[src/rtl/piso_shift_tx.sv]
// piso_shift_tx: parallel-in serial-out transmitter.
// Takes a WIDTH-bit word over a valid/ready handshake and shifts it out one
// bit per clock on s_out, qualified by s_valid.
// done marks the cycle that carries the last bit of each word.
// A word offered while the last bit is on the line is loaded on that same
// edge, so consecutive words leave as one gap-free bit stream.
module piso_shift_tx #(
   parameter int WIDTH     = 4,
   parameter bit MSB_FIRST = 1'b1
) (
   input  logic             clk,
   input  logic             rst,
   input  logic [WIDTH-1:0] p_in,
   input  logic             load_valid,
   output logic             load_ready,
   output logic             s_out,
   output logic             s_valid,
   output logic             busy,
   output logic             done
);

   localparam int            CW   = (WIDTH > 2) ? $clog2(WIDTH) : 1;
   localparam logic [CW-1:0] LAST = CW'(WIDTH - 1);

   typedef enum logic {IDLE = 1'b0, SHIFT = 1'b1} state_t;

   state_t           state, state_nxt;
   logic [WIDTH-1:0] sr;
   logic [CW-1:0]    cnt;
   logic             at_last;
   logic             accept;

   // Bit-order dependent views of the word.
   logic             first_bit;
   logic             next_bit;
   logic [WIDTH-1:0] sr_shifted;

   assign at_last = (state == SHIFT) && (cnt == LAST);
   assign accept  = load_valid && load_ready;

   // Pick the first bit of a new word and the follow-on bit/shift for the order.
   always_comb begin
      first_bit  = 1'b0;
      next_bit   = 1'b0;
      sr_shifted = '0;
      if (MSB_FIRST) begin
         first_bit  = p_in[WIDTH-1];
         next_bit   = sr[WIDTH-2];
         sr_shifted = {sr[WIDTH-2:0], 1'b0};
      end else begin
         first_bit  = p_in[0];
         next_bit   = sr[1];
         sr_shifted = {1'b0, sr[WIDTH-1:1]};
      end
   end

   // State register.
   always_ff @(posedge clk or negedge rst) begin
      if (!rst) state <= IDLE;
      else      state <= state_nxt;
   end

   // Next state: enter SHIFT on a load; fall back to IDLE only after the last bit with no new word.
   always_comb begin
      state_nxt = state;
      case (state)
         IDLE:    if (accept) state_nxt = SHIFT;
         SHIFT:   if (at_last && !accept) state_nxt = IDLE;
         default: state_nxt = IDLE;
      endcase
   end

   // Status outputs, decoded from registers only (load_ready never looks at load_valid).
   always_comb begin
      load_ready = (state == IDLE) || at_last;
      busy       = (state == SHIFT);
      done       = s_valid && (cnt == LAST);
   end

   // Datapath. sr is shifted so the bit after the current one is always at a fixed index.
   always_ff @(posedge clk or negedge rst) begin
      if (!rst) begin
         sr      <= '0;
         cnt     <= '0;
         s_out   <= 1'b0;
         s_valid <= 1'b0;
      end else if (accept) begin
         sr      <= p_in;
         cnt     <= '0;
         s_out   <= first_bit;
         s_valid <= 1'b1;
      end else if (state == SHIFT) begin
         if (cnt != LAST) begin
            sr    <= sr_shifted;
            cnt   <= cnt + CW'(1);
            s_out <= next_bit;
         end else begin
            s_out   <= 1'b0;
            s_valid <= 1'b0;
         end
      end
   end

endmodule

[config.mk]
export PLATFORM = sky130hd
export DESIGN_NAME = piso_shift_tx
export DESIGN_NICKNAME = d
export VERILOG_FILES = /design/src/rtl/piso_shift_tx.sv
export SDC_FILE = /design/constraint.sdc
export NUM_CORES = 1
export LEC_CHECK = 0
export CAP_MARGIN = 20
export CORE_AREA = 3 3 40 42
export DETAILED_ROUTE_END_ITERATION = 10
export DIE_AREA = 0 0 43 45
export GPL_ROUTABILITY_DRIVEN = 0
export SYNTH_ARGS = -nofsm -noshare
export SYNTH_HDL_FRONTEND = slang
export SYNTH_SLANG_ARGS = --single-unit
[constraint.sdc]
create_clock -name clk -period 1.51 [get_ports clk]
set_input_delay 0.2265 -clock clk [delete_from_list [all_inputs] [get_ports clk]]
set_output_delay 0.2265 -clock clk [all_outputs]
set_load 0.05 [all_outputs]
==> impl_metrics.yaml <==
timing:
  fin_crit_sh: 0.969
  fmax_mhz: 684
  worst_slew_pin_slew_ns: 0.379
  skew_ns: 0.000193
  slew_headroom: 0.746
  slew_viol_final: 0
  fin_crit_ns: 1.46
  finalSetupViolations: 0
  rsz0062_at_grt: "no"
  hold_viol: 0
drt:
  vias: 307
  finalWirelength_um: 865
  drtIter0Drc: 1
  dr.pass1.iters: 3
  ant_nets: 0
  avgRoutedWirePerCell_um: 13.3
  drc_errors: 0
  via_per_inst: 4.72
floorplanning:
  rows: 13
  die_w_um: 43
  core_area_mm2: 0.00128
  die_height_um: 45
  die_area_mm2: 0.00194
  start_util: 0.326
  io_pins: 12
setup_path:
  path_cells: "ha_2 > nand2b_4 > buf_6 > buf_12"
  timing.rr.end: "sr[1]"
  end_kind: "output port"
  cp.required_ns: 1.28
  timing.rr.start: "cnt[0]"
  start_kind: "flop"
  cpPeakStageDelay_ns: 0.38
  reg2reg_depth: 4
  rrSetupSlack_ns: 0.20
  critPathKind: "flop to output port"
  cpMaxStageDelayCell: "dfrtp_1"
  cp_max_fo: 2
  arrival_ns: 1.24
global_route:
  antenna_found_initial: 0
  grt_overflow_total: 0
  grt_pass1_wl_um: 1640
  grt_pass1_vias: 390
  grt_max_degree: 9
  track_usage: 0.120
layout:
  mostFrequentLayoutCells: "8 x dfrtp_1, 6 x clkdlybuf4s50_1, 6 x buf_4, 5 x mux2_4, 4 x buf_12"
  fillers: 117
  nets: 60
  num_antenna_cells: 0
  layout-drive-gt1-share: 0.540
  area_growth_pct: 57.9
  fin_cells: 65
  layout_commonest_cell: "dfrtp_1"
  final_util: 0.515
placed_design:
  dp_cells: 60
  dp_hpwl_um: 635
  port-buffer-count: 11
power:
  peakVddDrop_v: 0.000918
  powerDensity_mw_per_mm2: 2170
  p_leak_nw: 0.311
job:
  max_cap_viol_count: 0
cts:
  hold_buffers: 0
  cts_inserted_buffers: 3
  ctsLongestPathBuffers: 2
  cts_tree: "yes"
  cts.sinks: 8
  clock-root-buffer: "clkbuf_4"
  h-tree-depth: 1
  clk_pin_slew_ns: 0.05
  clkLatencyLatePin_ns: 0.25
hold_path:
  hp-class: "input port to async pin"
yosys:
  synthesis.nets: 39
  synth_seq_cells: 8
  yosys_warnings: 0
  syn_inst: 31
  synth_area_um2: 419
  synth_cell_types: 16
  syn_area_per_cell_um2: 13.5
  synth-seq-area-share: 0.478
outcome:
  status: "completed"
kinds of logic (layout without fill, tap and decap cells):
kind of cell | count (synthesis) | after routing | synth area share
muxes | 9 | 9 | 0.278
DFF | 8 | 8 | 0.478
and+or+nand+nor | 8 | 8 | 0.128
buffers and inverters | 3 | 22 | 0.0537
AOI/OAI and AO/OA | 2 | 2 | 0.0328
adders and majority gates | 1 | 1 | 0.0298
metrics by stage:
stage / setup TNS [ns] / area, µm² / setup WS, ns / hold WS (ns) / power (mW)
floorplan: 0 / 419 / 0.0966 / -0.0691 / 0.852
global placement: -0.0565 / 604 / -0.0298 / 0.485 / 1.15
detailed placement: -0.127 / 604 / -0.0591 / 0.500 / 1.18
CTS: 0 / 654 / 0.0198 / 0.256 / 1.43
global route: 0 / 662 / 0.00303 / 0.279 / 1.53
finish: 0 / 662 / 0.0472 / 0.256 / 1.44
state kept, by name (all words and copies together), names as in the netlist:
signal	flops
s_valid	1
busy	1
s_out	1
sr	3
cnt	2
worst max path at each step:
stage | start | end | slack, ns
3_3_place_gp | load_valid | sr[2] | -0.03
4_1_cts | cnt[0] | load_ready | 0.02
5_1_grt | cnt[0] | load_ready | 0.003
3_5_place_dp | load_valid | sr[2] | -0.06
6_report | cnt[0] | load_ready | 0.05
2_1_floorplan | cnt[0] | cnt[1] | 0.1
layout make-up:
cell class                 count  area (µm²)  share of cell area
clock buffer                   3        22.5              0.0340
inverter                       1        3.75             0.00567
multi-input combinational     20         209               0.316
sequential                     8         200               0.302
tap                           15        18.8              0.0284
timing repair buffer          18         208               0.314
repair_timing:
action,4_1_cts,5_1_grt
gates resized for setup,4,2
setup endpoints to repair,2,2
buffers inserted,2,0
synthesized netlist by cell type:
cell type | n | area [µm²]
mux2_2 | 1 | 11.3
o221ai_1 | 1 | 8.76
dfrtp_1 | 8 | 200
ha_1 | 1 | 12.5
nand2b_2 | 2 | 17.5
a21oi_1 | 1 | 5.00
buf_4 | 1 | 7.51
nand3_1 | 1 | 5.00
buf_6 | 1 | 11.3
inv_1 | 1 | 3.75
mux2_4 | 5 | 75.1
and2b_2 | 1 | 8.76
nand2b_1 | 1 | 6.26
nor2_1 | 1 | 3.75
mux2i_1 | 3 | 30.0
and2_1 | 2 | 12.5
routing by layer:
layer  share of wire  up-vias  GRT usage
met3           0.090        3     0.0478
li1                -      144          -
met5               0        -          0
met4           0.025        0     0.0723
met2            0.51       12      0.225
met1            0.37      148      0.109
where the power goes:
part / total, mW / switching (mW) / internal, mW
Combinational: 0.893 / 0.391 / 0.502
Clock: 0.164 / 0.0733 / 0.0910
Sequential: 0.378 / 0.0739 / 0.304
worst max-delay path: cells and delay by family (launching register included):
kind,cells,cell delay (ns)
fa+ha+maj,1,0.20
buf+inv,2,0.25
flops,1,0.38
simple gates,1,0.15
Power figures use the tool's default switching activity.
